===== src/rtl/common_split_buffer2_pkg.sv =====
// +----------------------------------------------------------------------------+
// | Module      : common_split_buffer2_pkg                                     |
// | Description : Shared types and constants for the 1-to-2 split buffer.      |
// |               COMMON_SPLIT_BUFFER2_BROADCAST_EN widens the destination to  |
// |               a 2-bit one-hot target mask; otherwise it is a port index.   |
// | Revision    : 1.0 - initial release                                        |
// +----------------------------------------------------------------------------+
`default_nettype none

package common_split_buffer2_pkg;

`ifdef COMMON_SPLIT_BUFFER2_BROADCAST_EN
    localparam int DST_WIDTH = 2;
`else
    localparam int DST_WIDTH = 1;
`endif

    typedef logic [DST_WIDTH-1:0] dst_t;

    // Port index encoding (non-broadcast build)
    localparam logic DST_PORT0 = 1'b0;
    localparam logic DST_PORT1 = 1'b1;

    // Target mask encoding (broadcast build)
    localparam logic [1:0] DST_MASK_P0  = 2'b01;
    localparam logic [1:0] DST_MASK_P1  = 2'b10;
    localparam logic [1:0] DST_MASK_ALL = 2'b11;

endpackage

`default_nettype wire


===== src/rtl/common_bypass_buffer.sv =====
// +----------------------------------------------------------------------------+
// | Module      : common_bypass_buffer                                         |
// | Description : One-entry bypass buffer. When empty, the upstream beat goes  |
// |               straight through; if downstream is not ready it is captured. |
// |               Upstream ready comes only from the registered full flag.     |
// | Ports       : clk, reset, prev_i_data/prev_i_valid/prev_o_ready (upstream),|
// |               next_o_data/next_o_valid/next_i_ready (downstream).          |
// | Revision    : 1.0 - initial release                                        |
// +----------------------------------------------------------------------------+
`default_nettype none

module common_bypass_buffer #(
    parameter int BUFFER_WIDTH = 1
) (
    input  logic                    clk,
    input  logic                    reset,
    input  logic [BUFFER_WIDTH-1:0] prev_i_data,
    input  logic                    prev_i_valid,
    output logic                    prev_o_ready,
    output logic [BUFFER_WIDTH-1:0] next_o_data,
    output logic                    next_o_valid,
    input  logic                    next_i_ready
);

    logic                    r_full;
    logic [BUFFER_WIDTH-1:0] r_data;
    logic                    w_capture;

    assign w_capture = ~r_full & prev_i_valid & ~next_i_ready;

    always_ff @(posedge clk) begin
        if (reset) begin
            r_full <= 1'b0;
        end else if (r_full) begin
            if (next_i_ready) begin
                r_full <= 1'b0;
            end
        end else if (w_capture) begin
            r_full <= 1'b1;
        end
    end

    // Payload register carries no reset; r_full qualifies it.
    always_ff @(posedge clk) begin
        if (w_capture) begin
            r_data <= prev_i_data;
        end
    end

    // Outputs held at zero while reset is asserted.
    assign prev_o_ready = ~reset & ~r_full;
    assign next_o_valid = ~reset & (r_full | prev_i_valid);
    assign next_o_data  = reset  ? '0 : (r_full ? r_data : prev_i_data);

endmodule

`default_nettype wire


===== src/rtl/stdmacro_dffe.sv =====
// +----------------------------------------------------------------------------+
// | Module      : stdmacro_dffe                                                |
// | Description : Enabled D flip-flop bank with synchronous active-high reset. |
// | Ports       : clk, reset, i_en (load enable), i_d (next value), o_q.       |
// | Revision    : 1.0 - initial release                                        |
// +----------------------------------------------------------------------------+
`default_nettype none

module stdmacro_dffe #(
    parameter int               WIDTH     = 1,
    parameter logic [WIDTH-1:0] RESET_VAL = '0
) (
    input  logic             clk,
    input  logic             reset,
    input  logic             i_en,
    input  logic [WIDTH-1:0] i_d,
    output logic [WIDTH-1:0] o_q
);

    logic [WIDTH-1:0] r_q;

    always_ff @(posedge clk) begin
        if (reset) begin
            r_q <= RESET_VAL;
        end else if (i_en) begin
            r_q <= i_d;
        end
    end

    assign o_q = r_q;

endmodule

`default_nettype wire


===== src/rtl/common_split_buffer2.sv =====
// +----------------------------------------------------------------------------+
// | Module      : common_split_buffer2                                         |
// | Description : 1-to-2 split buffer. Each beat is routed to port 0 or port 1 |
// |               by prev_i_dst; each port has its own bypass buffer so one    |
// |               stalled port does not block the other.                       |
// |               Macro COMMON_SPLIT_BUFFER2_BROADCAST_EN: prev_i_dst becomes a|
// |               target mask; per-port done bits avoid re-sending a beat.     |
// | Ports       : clk, reset, prev_i_* (upstream), next0_* / next1_* (outputs).|
// | Revision    : 1.0 - initial release                                        |
// +----------------------------------------------------------------------------+
`default_nettype none

module common_split_buffer2
    import common_split_buffer2_pkg::*;
#(
    parameter int BUFFER_WIDTH = 1
) (
    input  logic                    clk,
    input  logic                    reset,
    input  logic [BUFFER_WIDTH-1:0] prev_i_data,
    input  logic [DST_WIDTH-1:0]    prev_i_dst,
    input  logic                    prev_i_valid,
    output logic                    prev_o_ready,
    output logic [BUFFER_WIDTH-1:0] next0_o_data,
    output logic                    next0_o_valid,
    input  logic                    next0_i_ready,
    output logic [BUFFER_WIDTH-1:0] next1_o_data,
    output logic                    next1_o_valid,
    input  logic                    next1_i_ready
);

    logic [1:0]              w_tgt;
    logic [1:0]              w_done;
    logic [1:0]              w_req;
    logic [1:0]              w_acc;
    logic [1:0]              w_ok;
    logic [1:0]              w_nready;
    logic [1:0]              w_nvalid;
    logic [BUFFER_WIDTH-1:0] w_ndata [2];

`ifdef COMMON_SPLIT_BUFFER2_BROADCAST_EN
    logic [1:0] w_done_d;

    assign w_tgt = prev_i_dst;

    // Whole-beat acceptance clears done; otherwise remember ports that took it.
    assign w_done_d = prev_o_ready ? 2'b00 : (w_done | (w_req & w_acc));

    stdmacro_dffe #(
        .WIDTH     (2),
        .RESET_VAL (2'b00)
    ) u_done (
        .clk   (clk),
        .reset (reset),
        .i_en  (prev_i_valid),
        .i_d   (w_done_d),
        .o_q   (w_done)
    );
`else
    assign w_tgt  = {prev_i_dst == DST_PORT1, prev_i_dst == DST_PORT0};
    assign w_done = 2'b00;
`endif

    assign w_nready = {next1_i_ready, next0_i_ready};

    generate
        for (genvar k = 0; k < 2; k++) begin : g_port
            assign w_req[k] = prev_i_valid & w_tgt[k] & ~w_done[k];
            // Port is satisfied if untargeted, already served, or accepting now.
            assign w_ok[k]  = ~w_tgt[k] | w_done[k] | w_acc[k];

            common_bypass_buffer #(
                .BUFFER_WIDTH (BUFFER_WIDTH)
            ) u_buf (
                .clk          (clk),
                .reset        (reset),
                .prev_i_data  (prev_i_data),
                .prev_i_valid (w_req[k]),
                .prev_o_ready (w_acc[k]),
                .next_o_data  (w_ndata[k]),
                .next_o_valid (w_nvalid[k]),
                .next_i_ready (w_nready[k])
            );
        end
    endgenerate

    assign prev_o_ready  = ~reset & (&w_ok);
    assign next0_o_data  = w_ndata[0];
    assign next0_o_valid = w_nvalid[0];
    assign next1_o_data  = w_ndata[1];
    assign next1_o_valid = w_nvalid[1];

endmodule

`default_nettype wire


===== config.mk =====
export PLATFORM = sky130hd
export DESIGN_NAME = common_split_buffer2
export DESIGN_NICKNAME = d
export VERILOG_FILES = /design/src/rtl/common_split_buffer2_pkg.sv /design/src/rtl/common_bypass_buffer.sv /design/src/rtl/stdmacro_dffe.sv /design/src/rtl/common_split_buffer2.sv
export SDC_FILE = /design/constraint.sdc
export NUM_CORES = 1
export LEC_CHECK = 0
export BUFFER_PORTS_ARGS = -buffer_cell sky130_fd_sc_hd__buf_2
export CAP_MARGIN = 30
export CORE_AREA = 2 2 39 41
export DETAILED_ROUTE_END_ITERATION = 16
export DIE_AREA = 0 0 41 43
export GPL_TIMING_DRIVEN = 1
export MAX_ROUTING_LAYER = met4
export PLACE_DENSITY = 0.34
export SETUP_SLACK_MARGIN = 0.05
export SYNTH_ARGS = -nofsm -noshare
export SYNTH_HDL_FRONTEND = slang
export SYNTH_HIERARCHICAL = 1
export SYNTH_SLANG_ARGS = --single-unit

===== constraint.sdc =====
create_clock -name clk -period 2.3 [get_ports clk]
set_input_delay 0.115 -clock clk [delete_from_list [all_inputs] [get_ports clk]]
set_output_delay 0.115 -clock clk [all_outputs]
set_load 0.05 [all_outputs]

# == After elaboration in Yosys (flattened, before gate mapping) ==
# Cells that the tools add are included.
# word_totals
ff_bits,4
in_bits,7
# op_classes
mux,10
n_bitwise,21
n_reduce_logical,1
# op_table
operator,count
bitwise AND 1 bit,11
two-way mux 1 bit,10
inverter 1 bit,6
OR 1 bit,4
AND reduction 2 bit,1

# == Logic depth before layout (Yosys ltp) ==
# logic_depth
word_depth,6
ltp_mapped,3
depth_no_buf,3

# == Modules after synthesis ==
# Netlist, hierarchy kept.
# by_module_without_submodules
module,instances,cells_each,area_per_inst_um2,seq_area_each_um2
common_bypass_buffer,2,9,87.6,50.0
common_split_buffer2,1,4,30.0,0.0

# == Least setup slack after synthesis ==
# Ideal clock, no wire load.
# synth_path
path_type,reg2out
start,register g_port[1].u_buf.r_full
end,output prev_o_ready
t_arrival_ns,1.115
setup_slack_ns,1.070
stages_incl_launch_ff,4
n_path_buf,0
path_cell_list,dfxtp_1 -> nor2_1 -> mux2i_1 -> nor2_1
# synth_between
elab_chain_cells,5
# synth_rtl
item,line_no,text
"start, declared",common_bypass_buffer.sv:25,logic r_full;
"start signal, assigned",common_bypass_buffer.sv:33,r_full <= 1'b0;
"start signal, assigned",common_bypass_buffer.sv:36,r_full <= 1'b0;
"start signal, assigned",common_bypass_buffer.sv:39,r_full <= 1'b1;
inverter 1 bit,common_bypass_buffer.sv:51,assign prev_o_ready = ~reset & ~r_full;
bitwise AND 1 bit,common_bypass_buffer.sv:51,
named net w_acc[1],common_split_buffer2.sv:35,logic [1:0] w_acc;
OR 1 bit,common_split_buffer2.sv:70,assign w_ok[k] = ~w_tgt[k] | w_done[k] | w_acc[k];
AND reduction 2 bit,common_split_buffer2.sv:87,assign prev_o_ready = ~reset & (&w_ok);
bitwise AND 1 bit,common_split_buffer2.sv:87,
"end, declared",common_split_buffer2.sv:23,"output logic prev_o_ready,"
# The timed path passes the listed nets, and every way through them passes these cells.

# == Worst setup path after layout ==
# Ends and elaborated chain as after synthesis.

==> run metrics <==
number of global-route vias before repair=198; number of sinks on the clock net=4; DRC violations left=0; WP data arrival=1090 ps; initial core utilization=14.83%; result of the run=completed; number of setup buffers added after CTS=0; number of buffers created by CTS=3; number of warnings printed during yosys synthesis=6; first-pass GRT wire length=731 um; placed cell count=49; pin count of the biggest net entering global routing=10; Period Utilization, post-route=52.21%; post-CTS sizing=0; highest clock rate=832.8 MHz; Leak Pwr=0.1367 nW; number of vias in the routed layout=191; Critical Path Start=g_port[1].u_buf/r_full; growth of design area from synthesis to finish=47.56%; First-pass DRT Iterations=1; class of the tightest hold or removal check=in -> reg; cell type with the largest total area after synthesis=sky130_fd_sc_hd__edfxtp_1; startpoint of the worst register-to-register path=g_port[0].u_buf/r_full; Worst Path Class, Setup=reg -> out; clock skew after layout=0.03056 ps; CP max stage delay=340 ps; Reg power frac=37.6%; Final Instance Count excl. Fillers=52; antenna violations before repair=0; startpoint of the most critical hold path=next0_i_ready; peak ir drop on the vdd network=0.1752 mV; flip-flop and latch count after synthesis=4; Core ar.=1384 um2; Syn Std Cell Area=205.2 um2; net load switching power=0.06103 mW; cell with the biggest individual delay on the critical path=sky130_fd_sc_hd__dfxtp_1; max-capacitance violation count=0; clk slew on worst S/H paths=40 ps; Ant. Diodes=0; Hold Violations, Final=0; power share of the combinational group=21.1%; time the final worst path needs with I/O delays and setup=1201 ps; leading cell type in the layout, fill and taps excluded=sky130_fd_sc_hd__buf_2; switching portion of total power=28.91%; unrepaired setup endpoints after global routing=false; post-detailed-route count of antenna-violating nets=0; TritonCTS clock tree=done; most frequent cells in the layout=sky130_fd_sc_hd__buf_2 (11), sky130_fd_sc_hd__nor2_1 (9), sky130_fd_sc_hd__mux2i_1 (3), sky130_fd_sc_hd__clkbuf_4 (3); number of nets in the layout=45; share of the yosys chip area belonging to registers=48.78%; Least-Margin Pin Slew=252.0 ps; Max Buffers Root-to-Sink=2; Die H=43 um; total routing resource utilization after global routing=7.438%; Final Setup Violations=0; number of distinct library cell variants in the gate-level netlist after synthesis=8; number of vias per cell=3.673; Die ar.=1763 um2; Rows=14; most frequent CP cell=sky130_fd_sc_hd__nor2_1; clock share of power=41.2%; max-slew violation total from the final report=0; Internal Dissipation=0.1501 mW; global placement routability congestion=0.6490; clock latency of the later-clocked register in the worst-skew pair=230 ps; total power of the final layout=0.2111 mW; share of Yosys cell area claimed by the top area cell type=29.27%; average instance area after synthesis=9.327 um2; CP required=2180 ps; Synthesized Nets=29; Hold Buf Count CTS=0; Post-Route WL=483 um; chip width=41 um; Worst Path Max Fanout=4; global-route congestion overflow total=0; kind of launch point of the worst setup path=flip-flop; number of inserted filler cells in the final layout=167; synth top area cells=sky130_fd_sc_hd__edfxtp_1 (29%), sky130_fd_sc_hd__dfxtp_1 (20%), sky130_fd_sc_hd__nor2_1 (16%); Slew HR=83.31%; HPWL after detailed placement=337.3 um; Finished Core Util=21.88%; fraction of final layout cells sized beyond drive strength 1=44.44%; Routed WL per cell=9.288 um; count of routing violations after the opening detailed-route iteration=0; CTS root buf=sky130_fd_sc_hd__clkbuf_4; Gate Count Post-Synth=22; I/O pin count=12; ratio of total power to cell area=697.1 nW/um2; quantity of I/O buffers inserted on ports=11; total negative setup slack=0 ps; Worst setup EP type=output port; cell-by-cell listing of the critical path=nor2_1 > mux2i_1 > nor2_1 > buf_2; H-tree levels=1
[registers in the layout, indices dropped and copies added (netlist names)]
signal               cells
g_port.u_buf/r_data      2
g_port.u_buf/r_full      2
[cells in the mapped netlist, drive strengths merged]
library cell	n
nor2	9
mux2i	3
dfxtp	2
edfxtp	2
nor3	2
nor3b	2
and2	1
and2b	1
[worst max-delay path, delay by kind of cell (launching register included)]
kind                   cells  cell delay (ps)
flip-flops                 1              340
multiplexers               1               70
buffers and inverters      1              260
AND/OR/NAND/NOR            2              180
[kinds of logic (layout without fill, tap and decap cells)]
kind of cell | after synthesis | count (layout) | synth area share [%]
flip-flops | 4 | 4 | 48.78
AND/OR/NAND/NOR | 15 | 15 | 36.58
buffers and inverters | 0 | 14 | 0
multiplexers | 3 | 3 | 14.63
[power by group through the flow]
stage | logic (mW) | clock network (mW) | registers, mW
after floorplan | 0.0303 | 0 | 0.0801
after global placement | 0.0445 | 0 | 0.0805
after detailed placement | 0.0447 | 0 | 0.0805
after CTS | 0.0449 | 0.0904 | 0.0795
after global routing | 0.0481 | 0.0945 | 0.0797
final | 0.0446 | 0.0871 | 0.0795
[worst paths after layout]
check                           slack, ps                      to  cells after the start
worst min-delay path                   60  g_port[0].u_buf/r_full                      2
worst max-delay path                 1100            prev_o_ready                      4
worst max register to register       1410  g_port[0].u_buf/r_data                      1
worst min register to register        580  g_port[0].u_buf/r_full                      2
[metrics by stage]
stage | instance area (um2) | hold WS, ps | worst slack (ps)
2_1_floorplan | 205.2 | 191.8 | 1070
3_3_place_gp | 280.3 | 295.0 | 1340
3_5_place_dp | 280.3 | 299.3 | 1344
4_1_cts | 302.8 | 49.28 | 1082
5_1_grt | 302.8 | 50.92 | 1007
6_report | 302.8 | 59.16 | 1099
[cell type report]
class / count / area (um2) / area share, %
clock buffers: 3 / 22.52 / 7.438
repair buffers: 11 / 55.05 / 18.18
well taps: 16 / 20.02 / 6.612
multi-input cells: 18 / 105.1 / 34.71
flip-flops and latches: 4 / 100.1 / 33.06
[layer usage]
metal | GRT usage [%] | share of wire (%)
met1 | 7.492 | 45
met3 | 3.141 | 7.9
met2 | 7.813 | 47
met5 | - | 0
met4 | 12.00 | 0
(Power assumes the default switching activity.)
